$ cat src/rtl/axi_lite_pkg.sv
// Shared AXI4-Lite definitions: response codes, master state encoding and
// the register map used by axi_lite_master and its peer axi_lite_control.
package axi_lite_pkg;

  localparam logic [1:0] OKAY   = 2'b00;
  localparam logic [1:0] EXOKAY = 2'b01;
  localparam logic [1:0] SLVERR = 2'b10;
  localparam logic [1:0] DECERR = 2'b11;

  localparam logic [2:0] ST_IDLE    = 3'd0;
  localparam logic [2:0] ST_WR_REQ  = 3'd1;
  localparam logic [2:0] ST_WR_RESP = 3'd2;
  localparam logic [2:0] ST_RD_REQ  = 3'd3;
  localparam logic [2:0] ST_RD_RESP = 3'd4;
  localparam logic [2:0] ST_RSP     = 3'd5;

  typedef enum logic [2:0] {
    IDLE    = ST_IDLE,
    WR_REQ  = ST_WR_REQ,
    WR_RESP = ST_WR_RESP,
    RD_REQ  = ST_RD_REQ,
    RD_RESP = ST_RD_RESP,
    RSP     = ST_RSP
  } state_t;

  localparam logic [7:0] ADDR_CTRL       = 8'h00;
  localparam logic [7:0] ADDR_STATUS     = 8'h04;
  localparam logic [7:0] ADDR_CONFIG     = 8'h08;
  localparam logic [7:0] ADDR_IRQ_EN     = 8'h0C;
  localparam logic [7:0] ADDR_VERSION    = 8'h10;
  localparam logic [7:0] ADDR_CORE_CFG   = 8'h14;
  localparam logic [7:0] ADDR_PPU_CFG    = 8'h18;
  localparam logic [7:0] ADDR_PPU_GAIN   = 8'h1C;
  localparam logic [7:0] ADDR_PPU_OFFSET = 8'h20;
  localparam logic [7:0] ADDR_OUTPUT_EN  = 8'h24;

  // True while an AXI transaction is in flight and the slave owes us a handshake.
  function automatic logic waiting_on_slave(state_t s);
    return (s == WR_REQ) || (s == WR_RESP) || (s == RD_REQ) || (s == RD_RESP);
  endfunction

endpackage

$ cat src/rtl/axi_lite_watchdog.sv
// Saturating cycle counter with synchronous clear and a sticky expiry flag.
// C_TIMEOUT = 0 disables expiry entirely.
module axi_lite_watchdog #(
  parameter int C_TIMEOUT = 1024
) (
  input  logic clk,
  input  logic rst_n,
  input  logic clear,
  input  logic enable,
  output logic expired
);

  localparam int CW = (C_TIMEOUT > 1) ? $clog2(C_TIMEOUT + 1) : 1;
  localparam logic [CW-1:0] LIMIT = CW'(C_TIMEOUT);

  logic [CW-1:0] cnt_q;

  // Count enabled cycles up to LIMIT and hold there; flag once LIMIT is reached.
  always_ff @(posedge clk or negedge rst_n) begin
    if (!rst_n) begin
      cnt_q   <= '0;
      expired <= 1'b0;
    end else if (clear) begin
      cnt_q   <= '0;
      expired <= 1'b0;
    end else if (enable && (C_TIMEOUT != 0) && (cnt_q != LIMIT)) begin
      cnt_q <= cnt_q + 1'b1;
      if (cnt_q + 1'b1 == LIMIT) expired <= 1'b1;
    end
  end

endmodule

$ cat src/rtl/axi_lite_master.sv
// Single-outstanding AXI4-Lite initiator: one register command in, one AXI
// write (AW+W, B) or read (AR, R) out, one response back. A watchdog marks
// responses from slow or hung slaves; transactions are never aborted since
// AXI does not allow a valid to be withdrawn.
//
// state   | meaning
// IDLE    | ready for a command
// WR_REQ  | AW and W presented, each retired on its own handshake
// WR_RESP | bready high, waiting for B
// RD_REQ  | AR presented
// RD_RESP | rready high, waiting for R
// RSP     | response held on rsp_* until rsp_ready
module axi_lite_master
  import axi_lite_pkg::*;
#(
  parameter int C_M_AXI_ADDR_WIDTH = 6,
  parameter int C_M_AXI_DATA_WIDTH = 32,
  parameter int C_TIMEOUT          = 1024
) (
  input  logic                            clk,
  input  logic                            rst_n,
  input  logic                            cmd_valid,
  output logic                            cmd_ready,
  input  logic                            cmd_write,
  input  logic [C_M_AXI_ADDR_WIDTH-1:0]   cmd_addr,
  input  logic [C_M_AXI_DATA_WIDTH-1:0]   cmd_wdata,
  input  logic [C_M_AXI_DATA_WIDTH/8-1:0] cmd_wstrb,
  output logic                            rsp_valid,
  input  logic                            rsp_ready,
  output logic [C_M_AXI_DATA_WIDTH-1:0]   rsp_rdata,
  output logic [1:0]                      rsp_resp,
  output logic                            rsp_timeout,
  output logic                            o_busy,
  output logic [C_M_AXI_ADDR_WIDTH-1:0]   m_axi_awaddr,
  output logic                            m_axi_awvalid,
  input  logic                            m_axi_awready,
  output logic [C_M_AXI_DATA_WIDTH-1:0]   m_axi_wdata,
  output logic [C_M_AXI_DATA_WIDTH/8-1:0] m_axi_wstrb,
  output logic                            m_axi_wvalid,
  input  logic                            m_axi_wready,
  input  logic [1:0]                      m_axi_bresp,
  input  logic                            m_axi_bvalid,
  output logic                            m_axi_bready,
  output logic [C_M_AXI_ADDR_WIDTH-1:0]   m_axi_araddr,
  output logic                            m_axi_arvalid,
  input  logic                            m_axi_arready,
  input  logic [C_M_AXI_DATA_WIDTH-1:0]   m_axi_rdata,
  input  logic [1:0]                      m_axi_rresp,
  input  logic                            m_axi_rvalid,
  output logic                            m_axi_rready
);

  localparam int AW = C_M_AXI_ADDR_WIDTH;
  localparam int DW = C_M_AXI_DATA_WIDTH;
  localparam int SW = C_M_AXI_DATA_WIDTH / 8;

  state_t          state_q, state_d;
  logic [AW-1:0]   awaddr_d, araddr_d;
  logic [DW-1:0]   wdata_d, rsp_rdata_d;
  logic [SW-1:0]   wstrb_d;
  logic            awvalid_d, wvalid_d, bready_d, arvalid_d, rready_d;
  logic            rsp_valid_d;
  logic [1:0]      rsp_resp_d;
  logic            wd_clear, wd_expired;

  assign cmd_ready   = (state_q == IDLE);
  assign o_busy      = (state_q != IDLE);
  // The sticky flag is frozen while in RSP, so it is stable alongside rsp_*.
  assign rsp_timeout = (state_q == RSP) && wd_expired;

  axi_lite_watchdog #(
    .C_TIMEOUT (C_TIMEOUT)
  ) u_watchdog (
    .clk     (clk),
    .rst_n   (rst_n),
    .clear   (wd_clear),
    .enable  (waiting_on_slave(state_q)),
    .expired (wd_expired)
  );

  // Next-state and next-output decode; every AXI and rsp output is registered.
  always_comb begin
    state_d     = state_q;
    awaddr_d    = m_axi_awaddr;
    araddr_d    = m_axi_araddr;
    wdata_d     = m_axi_wdata;
    wstrb_d     = m_axi_wstrb;
    awvalid_d   = m_axi_awvalid;
    wvalid_d    = m_axi_wvalid;
    bready_d    = m_axi_bready;
    arvalid_d   = m_axi_arvalid;
    rready_d    = m_axi_rready;
    rsp_valid_d = rsp_valid;
    rsp_rdata_d = rsp_rdata;
    rsp_resp_d  = rsp_resp;
    wd_clear    = 1'b0;

    case (state_q)
      IDLE: begin
        if (cmd_valid) begin
          wd_clear = 1'b1;
          if (cmd_write) begin
            awaddr_d  = cmd_addr;
            wdata_d   = cmd_wdata;
            wstrb_d   = cmd_wstrb;
            awvalid_d = 1'b1;
            wvalid_d  = 1'b1;
            state_d   = WR_REQ;
          end else begin
            araddr_d  = cmd_addr;
            arvalid_d = 1'b1;
            state_d   = RD_REQ;
          end
        end
      end
      WR_REQ: begin
        // A low valid here means that channel already handshook.
        if (m_axi_awvalid && m_axi_awready) awvalid_d = 1'b0;
        if (m_axi_wvalid && m_axi_wready)   wvalid_d  = 1'b0;
        if ((!m_axi_awvalid || m_axi_awready) && (!m_axi_wvalid || m_axi_wready)) begin
          bready_d = 1'b1;
          state_d  = WR_RESP;
        end
      end
      WR_RESP: begin
        if (m_axi_bvalid) begin
          rsp_resp_d  = m_axi_bresp;
          rsp_rdata_d = '0;
          bready_d    = 1'b0;
          rsp_valid_d = 1'b1;
          state_d     = RSP;
        end
      end
      RD_REQ: begin
        if (m_axi_arready) begin
          arvalid_d = 1'b0;
          rready_d  = 1'b1;
          state_d   = RD_RESP;
        end
      end
      RD_RESP: begin
        if (m_axi_rvalid) begin
          rsp_rdata_d = m_axi_rdata;
          rsp_resp_d  = m_axi_rresp;
          rready_d    = 1'b0;
          rsp_valid_d = 1'b1;
          state_d     = RSP;
        end
      end
      RSP: begin
        if (rsp_ready) begin
          rsp_valid_d = 1'b0;
          state_d     = IDLE;
        end
      end
      default: state_d = IDLE;
    endcase
  end

  // State and output registers; reset drops every valid/ready at once.
  always_ff @(posedge clk or negedge rst_n) begin
    if (!rst_n) begin
      state_q       <= IDLE;
      m_axi_awaddr  <= '0;
      m_axi_araddr  <= '0;
      m_axi_wdata   <= '0;
      m_axi_wstrb   <= '0;
      m_axi_awvalid <= 1'b0;
      m_axi_wvalid  <= 1'b0;
      m_axi_bready  <= 1'b0;
      m_axi_arvalid <= 1'b0;
      m_axi_rready  <= 1'b0;
      rsp_valid     <= 1'b0;
      rsp_rdata     <= '0;
      rsp_resp      <= OKAY;
    end else begin
      state_q       <= state_d;
      m_axi_awaddr  <= awaddr_d;
      m_axi_araddr  <= araddr_d;
      m_axi_wdata   <= wdata_d;
      m_axi_wstrb   <= wstrb_d;
      m_axi_awvalid <= awvalid_d;
      m_axi_wvalid  <= wvalid_d;
      m_axi_bready  <= bready_d;
      m_axi_arvalid <= arvalid_d;
      m_axi_rready  <= rready_d;
      rsp_valid     <= rsp_valid_d;
      rsp_rdata     <= rsp_rdata_d;
      rsp_resp      <= rsp_resp_d;
    end
  end

endmodule

$ cat config.mk
export PLATFORM = sky130hd
export DESIGN_NAME = axi_lite_master
export DESIGN_NICKNAME = d
export VERILOG_FILES = /design/src/rtl/axi_lite_pkg.sv /design/src/rtl/axi_lite_watchdog.sv /design/src/rtl/axi_lite_master.sv
export SDC_FILE = /design/constraint.sdc
export NUM_CORES = 1
export LEC_CHECK = 0
export ABC_AREA = 1
export CAP_MARGIN = 0
export CORE_MARGIN = 2
export CORE_UTILIZATION = 44
export DETAILED_ROUTE_END_ITERATION = 8
export GPL_TIMING_DRIVEN = 0
export PLACE_DENSITY_LB_ADDON = 0.3
export SYNTH_ARGS = -nofsm -noshare
export SYNTH_HDL_FRONTEND = slang
export SYNTH_SLANG_ARGS = --single-unit
$ cat constraint.sdc
create_clock -name clk -period 2.15 [get_ports clk]
set_clock_uncertainty 0.1 [all_clocks]
set_input_delay 0.5375 -clock clk [delete_from_list [all_inputs] [get_ports clk]]
set_output_delay 0.5375 -clock clk [all_outputs]
set_load 0.005 [all_outputs]
==> impl_metrics.yaml, run 1 <==
global_route:
  antenna_found_initial: 0
  grt_util_all_layers: 0.220
  grt_max_degree: 56
  grt_overflow: 0
  grt_pass1_wl_um: 19600
  grt_pass1_vias: 4236
critical_path:
  crit_family: "buffers and inverters"
  worst-path-stages: 7
  path_buf_inv: 4
  r2r_slack_ns: 0.20
  cp-start-kind: "flop"
  worstPathArrival_ns: 1.51
  cp_slowest_stage_delay_ns: 0.40
  cp.required_ns: 1.51
  end_kind: "primary output"
  critPathSlowestCell: "dfrtp_1"
  crit_chain: "buf_4, inv_1, nand2_1, nor2_2, inv_1, nor2_1, clkbuf_2"
  reg2reg_depth: 10
  cpMostUsedCell: "inv_1"
  worstPathMaxFanout: 2
  setup.worst_path.class: "reg -> out"
detailed_routing:
  wl_per_cell_um: 13.7
  firstDrtPassIters: 4
  ant_nets: 0
  drc: 0
  vias_per_cell: 4.73
  drt_iter0_markers: 190
  wl_um: 11900
  vias: 4127
timing:
  tightestPinTransition_ns: 0.655
  setup_viol: 0
  finalMaxSlewViolations: 0
  rsz0062_at_grt: "true"
  fin_ws_ns: 0.00532
  maxSlewHeadroom: 0.564
  hold_violations: 0
  max_clock_freq_mhz: 466
  fin_tns_setup_ns: 0
  fin_crit_sh: 0.998
  min_period_ns: 2.14
yosys:
  synth_fa_ha_area_frac: 0.00549
  synth_top_area_share: 0.565
  synth_seq_cells: 103
  synth_area_leader_cell: "dfrtp_1"
  yosys.area_share.simple: 0.231
  synth_compound_area_frac: 0.110
  synth_top_family_by_area: "simple AND/OR/NAND/NOR gates"
  synthCells: 536
  synth_flop_cell: "dfrtp_1"
  ys_async_sr_fraction: 1.00
  synth_area_um2: 4560
  synth_edf_count: 0
  synth.top_cells.by_area: "dfrtp_1 57%, nand2_1 18%, o21ai_2 5.8%, inv_1 5.6%, o21ai_0 3.2%"
  yosys.area_share.xor_xnor: 0.00384
  synth.distinct_cells: 30
  synthMuxAreaShare: 0
  ys_seq_area_frac: 0.565
  synth_nets: 626
  syn_avg_cell_area_um2: 8.51
  ys_warn_count: 0
power_and_ir_drop:
  p_leak_nw: 3.23
  power_density_nw_per_um2: 1340
  total_power_w: 0.00911
  irDropWorstVdd_uv: 628
placed_design:
  dp.final_hpwl_um: 8900
  io_buffers: 178
  gp_congestion: 0.842
  dpl_cell_area_um2: 6540
  dp_slack_ns: -0.0370
die:
  fp-row-count: 37
  initial_core_util: 0.448
  die_area_um2: 11200
  core-area_um2: 10200
  fp.dieH_um: 106
  dieWidth_um: 106
  io_pins: 179
status:
  status: "finished, final reports clean"
finish:
  num_antenna_cells: 0
  fillers: 854
  fin_area_um2: 6820
  finish.utilization: 0.670
  drive_above_1_share: 0.114
  final_net_count: 822
  multi_input_area_um2: 1610
  regArea_um2: 2580
  syn_to_final_growth_pct: 49.6
run:
  cap_violations: 0
cts:
  clk_pin_slew_worst_paths_ns: 0.09
  cts.sinks: 103
  cts_tree: "built"
  htreeDepth: 3
  clockRootBuffer: "clkbuf_8"
  cts_buffers: 9
  cts.path.max_buffers: 2
  clk-insertion-delay-late_ns: 0.36
min_path:
  hold_path_class: "in -> async"
## cell type report
class | instances | share of cell area
clock inverter | 5 | 0.0156
sequential | 103 | 0.378
multi-input combinational | 344 | 0.236
timing repair buffer | 185 | 0.270
inverter | 73 | 0.0402
tap | 136 | 0.0249
buffer | 16 | 0.0163
clock buffer | 10 | 0.0187
## repair_timing
action / 4_1_cts / 5_1_grt
setup endpoints to repair: 3 / 6
gates resized for setup: 5 / 4
hold buffers: 0 / 0
buffers inserted: 6 / 0
pin swaps: 1 / 0
## metal layers
layer / global-route usage / wire length (µm)
met1: 0.256 / 4830
met4: 0.0883 / 266
met5: 0 / 0
met3: 0.0612 / 894
met2: 0.384 / 5910
## cells by family after synthesis
family | count (synthesis)
xor+xnor | 2
flops | 103
buf+inv | 89
compound gates | 73
fa+ha+maj | 2
simple gates | 267
## registers in the layout (all words and copies together) (netlist names)
| register | cells |
|---|---|
| rsp_rdata | 32 |
| state_q | 3 |
| rsp_resp | 2 |
| rsp_valid | 1 |
| m_axi_arvalid | 1 |
| m_axi_awvalid | 1 |
| m_axi_bready | 1 |
| m_axi_awaddr | 6 |
| m_axi_wdata | 32 |
| u_watchdog.expired | 1 |
| m_axi_rready | 1 |
| m_axi_araddr | 6 |
| m_axi_wvalid | 1 |
| m_axi_wstrb | 4 |
| u_watchdog.cnt_q | 11 |
## layout by cell type, fill, tap and decap left out, types with 4 or more instances in the layout
cell type        Yosys  final
o22ai_1              5      5
nand2_2              2      4
o21ai_2             30     30
dfrtp_1            103    103
buf_6                5      5
inv_1               68     68
nand3_1             12     12
o21ai_0             29     29
clkbuf_8             0      9
buf_2                8      8
clkdlybuf4s50_1      0    174
nand2_1            221    219
nor2_1              22     21
buf_4                1      8
a21oi_1              4      4
inv_2                5      5
## synthesized netlist by cell type, types with 3 or more instances
| library cell | count |
|---|---|
| nand2_1 | 221 |
| dfrtp_1 | 103 |
| inv_1 | 68 |
| o21ai_2 | 30 |
| o21ai_0 | 29 |
| nor2_1 | 22 |
| nand3_1 | 12 |
| buf_2 | 8 |
| buf_6 | 5 |
| inv_2 | 5 |
| o22ai_1 | 5 |
| a21oi_1 | 4 |
| nor2_2 | 3 |
## final timing paths
check / startpoint / to
hold / removal: rst_n / u_watchdog.cnt_q[3]
min in group clk: m_axi_wdata[27] / m_axi_wdata[27]
setup reg to reg: state_q[1] / m_axi_wdata[22]
hold reg to reg: m_axi_wdata[27] / m_axi_wdata[27]
setup / recovery: state_q[1] / rsp_timeout
max in group asynchronous: rst_n / m_axi_awaddr[4]
## power breakdown
part / total, W / leakage [nW] / switching [W] / internal, W
Sequential: 0.00336 / 1.32 / 0.000548 / 0.00282
Combinational: 0.00431 / 1.80 / 0.00199 / 0.00233
Clock: 0.00143 / 0.113 / 0.000657 / 0.000772
## per-stage QoR
stage	hold slack, ns	std cells
global placement	0.359	850
detailed placement	0.366	851
floorplan	0.142	536
finish	0.0882	872
global route	0.132	872
CTS	0.108	872
(Power assumes the default switching activity.)
==> run 2, diff against run 1 <==
--- a/config.mk
+++ b/config.mk
@@ -8,7 +8,7 @@
 export ABC_AREA = 1
 export CAP_MARGIN = 0
 export CORE_MARGIN = 2
-export CORE_UTILIZATION = 44
+export CORE_UTILIZATION = 40
 export DETAILED_ROUTE_END_ITERATION = 8
 export GPL_TIMING_DRIVEN = 0
 export PLACE_DENSITY_LB_ADDON = 0.3
==> constraint.sdc (replaced) <==
create_clock -name clk -period 1.8 [get_ports clk]
set_clock_uncertainty 0.1 [all_clocks]
set_input_delay 0.45 -clock clk [delete_from_list [all_inputs] [get_ports clk]]
set_output_delay 0.45 -clock clk [all_outputs]
set_load 0.005 [all_outputs]
==> impl_metrics.yaml, run 2 (synthesis gave the netlist of run 1 again) <==
critical_path:
  worstPathMaxFanout: 8
  path_buf_inv: 5
  crit_chain: "buf_6, buf_4, nor2_4, inv_2, or2_4, nand2_4, a21oi_4, buf_12, clkbuf_16, o21ai_2"
  cp_slowest_stage_delay_ns: 0.43
  cp.required_ns: 1.97
  critPathLaunch: "state_q[0]"
  crit_family: "buffers and inverters"
  worstPathArrival_ns: 2.01
  cp-start-kind: "flop"
  critPathSlowestCell: "dfrtp_2"
  end_kind: "flop"
  setup.worst_path.class: "reg -> reg"
  reg2reg_from: "state_q[0]"
finish:
  finish.utilization: 0.663
  layout_common_cells: "214 x nand2_1, 140 x clkdlybuf4s50_1, 101 x dfrtp_1, 65 x inv_1"
  instances_no_fill: 889
  num_antenna_cells: 0
  mostFrequentLayoutCell: "nand2_1"
  final_net_count: 834
  drive_above_1_share: 0.151
  syn_to_final_growth_pct: 59.8
  largestRegisters: "m_axi_wdata x32, rsp_rdata x32, u_watchdog.cnt_q x11"
detailed_routing:
  firstDrtPassIters: 4
  top_layer: "met4"
  wl_um: 13100
  wl_met2_um: 6540
  drc: 0
  vias: 4241
  vias_per_cell: 4.77
  drt_iter0_markers: 194
  ant_nets: 0
  wl_met1_um: 5160
  wl_per_cell_um: 14.7
  wl_met3_um: 1240
global_route:
  grt_max_degree: 54
  grt_overflow: 0
  grt_util_all_layers: 0.207
  antenna_found_initial: 0
  grt_pass1_wl_um: 20700
  grt_pass1_vias: 4294
min_path:
  hold_path_class: "in -> async"
timing:
  finalMaxSlewViolations: 0
  fin_ws_ns: -0.0419
  min_period_ns: 1.84
  hold_ws_ns: 0.0397
  fin_crit_sh: 1.02
  fin_tns_setup_ns: -0.492
  tightestPinTransition_ns: 0.675
  max_clock_freq_mhz: 543
  maxSlewHeadroom: 0.550
  rsz0062_at_grt: "true"
  setup_viol: 28
  hold_violations: 0
power_and_ir_drop:
  power_density_nw_per_um2: 1640
  p_leak_nw: 3.74
  irDropWorstVdd_uv: 771
  total_power_w: 0.0120
cts:
  cts_hold_buf: 0
  clockRootBuffer: "clkbuf_16"
  cts_buffers: 9
  cts.path.max_buffers: 2
  cts.sinks: 103
  clk_pin_slew_worst_paths_ns: 0.07
  cts_tree: "built"
  htreeDepth: 3
  clk-insertion-delay-late_ns: 0.34
placed_design:
  dp.final_hpwl_um: 9470
  placed_cells: 855
  io_buffers: 178
  gp_congestion: 0.866
die:
  dieWidth_um: 111
  fp.dieH_um: 111
  fp-row-count: 38
  die_area_um2: 12300
  core-area_um2: 11000
  io_pins: 179
  initial_core_util: 0.415
status:
  violations: "negative setup slack"
  status: "complete, but fails checks"
run:
  cap_violations: 0
## run 2: cell types whose count changed in the layout (fill, tap and decap cells not counted), moves of 5 or more
cell,before,now
buf_4,8,14
clkbuf_8,9,1
clkdlybuf4s50_1,174,140
nand2_4,0,5
dlymetal6s2s_1,0,28
clkbuf_16,0,12
nand2_1,219,214
## run 2: path summary, 6_finish.rpt
kind                                       end  slack [ns]  cells past startpoint
hold reg to reg                m_axi_araddr[1]        0.38                      2
setup / recovery                  rsp_rdata[6]       -0.04                     10
max in group asynchronous       m_axi_wdata[8]        0.88                      2
setup reg to reg                  rsp_rdata[6]       -0.04                     10
hold / removal             u_watchdog.cnt_q[3]        0.04                      1
min in group clk               m_axi_araddr[1]        0.38                      2
## run 2: through the flow
step           cell area, µm²  setup WS, ns
6_report                 7290       -0.0419
5_1_grt                  7290       -0.0892
4_1_cts                  6940       -0.0665
3_5_place_dp             6540        -0.305
3_3_place_gp             6520         -3.75
2_1_floorplan            4560         0.218
## run 2: report_power, final
part	leakage [nW]	switching [W]	internal, W	total [W]
combinational	2.26	0.00266	0.00317	0.00583
clock	0.156	0.000843	0.00126	0.00210
sequential	1.32	0.000676	0.00338	0.00405
total	3.74	0.00418	0.00780	0.0120
## run 2: area by class of cell
cell class,count,area [µm²]
buffer,16,151
tap,140,175
inverter,73,283
fill,923,3700
clock inverter,5,81.3
multi-input combinational,345,1720
sequential,103,2580
timing repair buffer,196,2060
clock buffer,11,243
## run 2: what timing repair did
| action | 4_1_cts | 5_1_grt |
|---|---|---|
| pin swaps | 3 | 5 |
| setup buffers | 6 | 9 |
| gates resized for setup | 34 | 60 |
| endpoints found under the setup margin | 49 | 115 |
| cloned | 0 | 4 |
## run 2: per-layer routing
layer / up-vias / global-route usage
li1: 2056 / -
met1: 2027 / 0.234
met2: 143 / 0.356
met3: 15 / 0.0891
met4: 0 / 0.0575
met5: - / 0
